===== src/rtl/keypad_scanner.sv =====
// 4x4 matrix keypad scanner: walks an active-low column drive, debounces press and release
// on the synchronized rows, and strobes new_key with a one-hot code for each accepted press.
module keypad_scanner #(
    parameter int SCAN_DIV        = 4096,
    parameter int DEBOUNCE_CYCLES = 50000
) (
    input  logic        clk,
    input  logic        reset,
    input  logic [3:0]  row,
    output logic [3:0]  col,
    output logic        new_key,
    output logic [15:0] key_pressed_value
);

    localparam int SCAN_W = $clog2(SCAN_DIV) + 1;
    localparam int DB_W   = $clog2(DEBOUNCE_CYCLES) + 1;
    localparam logic [SCAN_W-1:0] SCAN_LAST = SCAN_W'(SCAN_DIV - 1);
    localparam logic [DB_W-1:0]   DB_LAST   = DB_W'(DEBOUNCE_CYCLES - 1);

    typedef enum logic [1:0] {SCAN, DEBOUNCE, HELD, RELEASE} state_t;

    state_t              state_q, state_d;
    logic [1:0]          col_idx_q, col_idx_d;
    logic [1:0]          cand_row_q, cand_row_d;
    logic [SCAN_W-1:0]   scan_cnt_q, scan_cnt_d;
    logic [DB_W-1:0]     db_cnt_q, db_cnt_d;
    logic [3:0]          row_meta_q, row_s_q;
    logic                new_key_q, new_key_d;
    logic [15:0]         key_q, key_d;

    logic                one_low;
    logic [1:0]          low_idx;
    logic [3:0]          cand_pattern;
    logic [DB_W-1:0]     db_cnt_inc;
    logic [SCAN_W-1:0]   scan_cnt_inc;

    always_ff @(posedge clk) begin
        if (!reset) begin
            state_q    <= SCAN;
            col_idx_q  <= 2'd0;
            cand_row_q <= 2'd0;
            scan_cnt_q <= '0;
            db_cnt_q   <= '0;
            row_meta_q <= 4'b1111;
            row_s_q    <= 4'b1111;
            new_key_q  <= 1'b0;
            key_q      <= 16'h0000;
        end else begin
            state_q    <= state_d;
            col_idx_q  <= col_idx_d;
            cand_row_q <= cand_row_d;
            scan_cnt_q <= scan_cnt_d;
            db_cnt_q   <= db_cnt_d;
            row_meta_q <= row;
            row_s_q    <= row_meta_q;
            new_key_q  <= new_key_d;
            key_q      <= key_d;
        end
    end

    // A candidate key exists only when exactly one synchronized row is pulled low.
    always_comb begin
        one_low = 1'b1;
        low_idx = 2'd0;
        case (row_s_q)
            4'b1110: low_idx = 2'd0;
            4'b1101: low_idx = 2'd1;
            4'b1011: low_idx = 2'd2;
            4'b0111: low_idx = 2'd3;
            default: one_low = 1'b0;
        endcase
    end

    always_comb begin
        cand_pattern = ~(4'b0001 << cand_row_q);
        db_cnt_inc   = (db_cnt_q == '1) ? db_cnt_q : db_cnt_q + 1'b1;
        scan_cnt_inc = (scan_cnt_q == '1) ? scan_cnt_q : scan_cnt_q + 1'b1;

        state_d    = state_q;
        col_idx_d  = col_idx_q;
        cand_row_d = cand_row_q;
        scan_cnt_d = scan_cnt_q;
        db_cnt_d   = db_cnt_q;
        new_key_d  = 1'b0;
        key_d      = key_q;

        case (state_q)
            SCAN: begin
                if (scan_cnt_q >= SCAN_LAST) begin
                    scan_cnt_d = '0;
                    if (one_low) begin
                        cand_row_d = low_idx;
                        db_cnt_d   = '0;
                        state_d    = DEBOUNCE;
                    end else begin
                        col_idx_d = col_idx_q + 2'd1;
                    end
                end else begin
                    scan_cnt_d = scan_cnt_inc;
                end
            end
            DEBOUNCE: begin
                if (row_s_q != cand_pattern) begin
                    col_idx_d  = col_idx_q + 2'd1;
                    scan_cnt_d = '0;
                    state_d    = SCAN;
                end else if (db_cnt_q >= DB_LAST) begin
                    new_key_d = 1'b1;
                    key_d     = 16'h0001 << {cand_row_q, col_idx_q};
                    state_d   = HELD;
                end else begin
                    db_cnt_d = db_cnt_inc;
                end
            end
            HELD: begin
                if (row_s_q[cand_row_q]) begin
                    db_cnt_d = '0;
                    state_d  = RELEASE;
                end
            end
            RELEASE: begin
                // Any low cycle goes back to HELD so release bounce never restarts a press.
                if (!row_s_q[cand_row_q]) begin
                    state_d = HELD;
                end else if (db_cnt_q >= DB_LAST) begin
                    col_idx_d  = col_idx_q + 2'd1;
                    scan_cnt_d = '0;
                    state_d    = SCAN;
                end else begin
                    db_cnt_d = db_cnt_inc;
                end
            end
            default: state_d = SCAN;
        endcase
    end

    always_comb begin
        col               = ~(4'b0001 << col_idx_q);
        new_key           = new_key_q;
        key_pressed_value = key_q;
    end

endmodule


===== config.mk =====
export PLATFORM = sky130hd
export DESIGN_NAME = keypad_scanner
export DESIGN_NICKNAME = d
export VERILOG_FILES = /design/src/rtl/keypad_scanner.sv
export SDC_FILE = /design/constraint.sdc
export NUM_CORES = 1
export LEC_CHECK = 0
export BUFFER_PORTS_ARGS = -buffer_cell sky130_fd_sc_hd__buf_2
export CORE_UTILIZATION = 58
export CTS_CLUSTER_DIAMETER = 200
export DETAILED_ROUTE_END_ITERATION = 12
export GPL_TIMING_DRIVEN = 0
export PLACE_DENSITY = 0.78
export SETUP_SLACK_MARGIN = 0.4
export SLEW_MARGIN = 20
export SYNTH_ARGS = -nofsm -noshare
export SYNTH_HDL_FRONTEND = slang
export SYNTH_SLANG_ARGS = --single-unit

===== constraint.sdc =====
create_clock -name clk -period 6.6 [get_ports clk]
set_clock_uncertainty 0.2 [all_clocks]
set_input_delay 1.65 -clock clk [delete_from_list [all_inputs] [get_ports clk]]
set_output_delay 1.65 -clock clk [all_outputs]
set_load 0.01 [all_outputs]

==> flow_metrics.py <==
metrics = {
    "sta": {
        "clock.fmax_mhz": 266,
        "holdWs_ns": 0.208,
        "rsz0062_at_grt": "no",
        "tightest_slew_ns": 0.834,
        "slew_viol_final": 0,
        "max-slew-margin-rel": 0.443,
        "hold_viol_final": 0,
        "fin_crit_sh": 0.569,
        "setup_violations": 0,
        "finalSetupTns_ns": 0,
        "min_period_ns": 3.75,
        "worst_slack_ns": 2.85,
    },
    "power_and_ir_drop": {
        "p_sw_uw": 212,
        "design_power_total_uw": 833,
        "p_int_uw": 622,
        "ir_drop_mv": 0.172,
        "switching_share": 0.254,
        "clkPwrFrac": 0.453,
        "p_per_area_nw_per_um2": 241,
        "combPwrFrac": 0.085,
        "p_seq_frac": 0.463,
        "leakagePower_nw": 1.38,
    },
    "floorplanning": {
        "die_h_um": 74.2,
        "placementRows": 25,
        "core_region_area_um2": 4880,
        "ios": 27,
        "fp.dieArea_um2": 5500,
        "die_w_um": 74.2,
        "initial_core_util": 0.619,
    },
    "drt": {
        "wl_um": 7110,
        "ant_nets": 0,
        "first_pass_iters": 7,
        "vias": 2840,
        "wl_per_cell_um": 15.3,
        "viasPerCell": 6.11,
        "drc": 0,
        "drt_iter0_drc": 233,
    },
    "setup_path": {
        "end_kind": "flip-flop",
        "critPathLaunchType": "input pin",
        "path_class": "input pin to flip-flop",
        "cp.arrival_ns": 3.85,
        "crit_fanout": 10,
        "crit_required_ns": 6.69,
    },
    "cts": {
        "cts_buffers": 9,
        "cts_sinks": 61,
        "cts_tree": "built",
        "cts_buffer_depth": 2,
        "clock-root-buffer": "clkbuf_8",
        "clkLatencyLatePin_ns": 0.35,
        "cts_max_level": 3,
        "cts.clk_slew.worst_paths_ns": 0.07,
        "cts_resized": 0,
        "post_cts_buffers": 0,
        "cts_hold_buf": 0,
    },
    "grt": {
        "grt-ovfl-total": 0,
        "grt.total_usage": 0.280,
        "grt_pass1_wl_um": 11500,
        "antenna_found_initial": 0,
        "grt_pass1_vias": 2466,
        "grt_start_max_net_pins": 12,
    },
    "synthesis": {
        "ys.flop_type": "dfxtp_1",
        "yosysMostFrequentCell": "dfxtp_1",
        "ys_async_sr_fraction": 0,
        "synth_top_area_frac": 0.404,
        "syn_area_um2": 3020,
        "synth_nets": 369,
        "synthTopCellsByCount": "dfxtp_1, nand2_1, nor2_1, nand3_1, a21oi_1",
        "syn_inst": 356,
        "avgSynthCellArea_um2": 8.48,
        "synth_seq_cells": 61,
        "synth_area_leaders": "dfxtp_1, nand2_1, nand3_1, nor2_1, a21oi_1",
        "synth.largest_area_cell": "dfxtp_1",
        "synth_edf_count": 0,
        "yosysUniqueCellTypes": 55,
        "yosysSeqAreaShare": 0.404,
        "ys_warn_count": 0,
    },
    "place": {
        "dpl_cell_area_um2": 3230,
        "pre_cts_ws_ns": 2.47,
        "place_inst": 449,
        "dpl.hpwl_um": 4870,
        "gp_congestion": 0.834,
        "port-buffer-count": 26,
    },
    "layout": {
        "n_antenna_cell": 0,
        "final_nets": 406,
        "nFillCells": 398,
        "drive_gt1_frac": 0.151,
        "syn2layout_area_growth_pct": 14.5,
        "multiInputGateArea_um2": 1650,
        "layout.cells.non_filler": 465,
        "final_area_um2": 3460,
        "final_util": 0.708,
        "regArea_um2": 1220,
    },
    "status": {
        "outcome": "finished, final reports clean",
    },
    "run": {
        "max_cap_violations": 0,
    },
    "worst_hold_path": {
        "holdCritPathClass": "flip-flop to flip-flop",
    },
}
## power groups by stage
stage               combinational (mW)  clock (mW)  sequential (mW)
global placement                0.0669           0            0.394
finish                          0.0706       0.377            0.386
CTS                             0.0699       0.378            0.385
floorplan                       0.0500           0            0.392
global route                    0.0789       0.395            0.386
detailed placement              0.0692           0            0.394
## logic make-up after synthesis
group / share of synthesized area
flip-flops: 0.404
multiplexers: 0.0207
XOR/XNOR: 0.00870
AO/OA/AOI/OAI: 0.225
buffers and inverters: 0.0481
adder cells (fa/ha/maj): 0.0290
AND/OR/NAND/NOR: 0.264
## registers in the layout, summed over array words and instances, names as in the netlist
name               cells
db_cnt_q              17
row_meta_q             4
cand_row_q             2
new_key                1
state_q                2
col_idx_q              2
scan_cnt_q            13
row_s_q                4
key_pressed_value     16
## final timing paths
check | startpoint | end | slack, ns | cells after the start
min reg2reg | row_meta_q[2] | row_s_q[2] | 0.21 | 1
max | reset | db_cnt_q[10] | 2.85 | 7
max reg2reg | scan_cnt_q[0] | db_cnt_q[7] | 3.61 | 9
min | row_meta_q[2] | row_s_q[2] | 0.21 | 1
## layer usage
metal | GRT usage | share of wire | vias to the layer above
met5 | 0 | 0 | -
met4 | 0.135 | 0.021 | 0
met3 | 0.0528 | 0.040 | 14
met2 | 0.448 | 0.48 | 70
met1 | 0.363 | 0.46 | 1369
li1 | - | - | 1387
## worst max-delay path: stages
cell      delay, ns
buf_2          0.10
clkbuf_1       0.36
clkinv_1       0.41
nor2_1         0.59
clkbuf_1       0.40
o311ai_0       0.21
nand3_1        0.11
## cell type report
cell class	count	area share
clock buffers	10	0.0398
flip-flops and latches	61	0.353
repair buffers	26	0.0376
plain buffers	22	0.0279
well taps	67	0.0242
inverters	13	0.0141
clock inverters	6	0.0250
multi-input cells	260	0.478
## placed cells by master, fill, tap and decap left out, types with 10 or more instances in the layout
| cell | count |
|---|---|
| buf_2 | 31 |
| dfxtp_1 | 61 |
| inv_1 | 12 |
| nand3_1 | 22 |
| clkbuf_1 | 16 |
| nor2_1 | 27 |
| nand2b_1 | 10 |
| clkbuf_8 | 10 |
| nand2_1 | 44 |
| a21oi_1 | 18 |
Note: power is estimated with default switching activity, not from simulation.
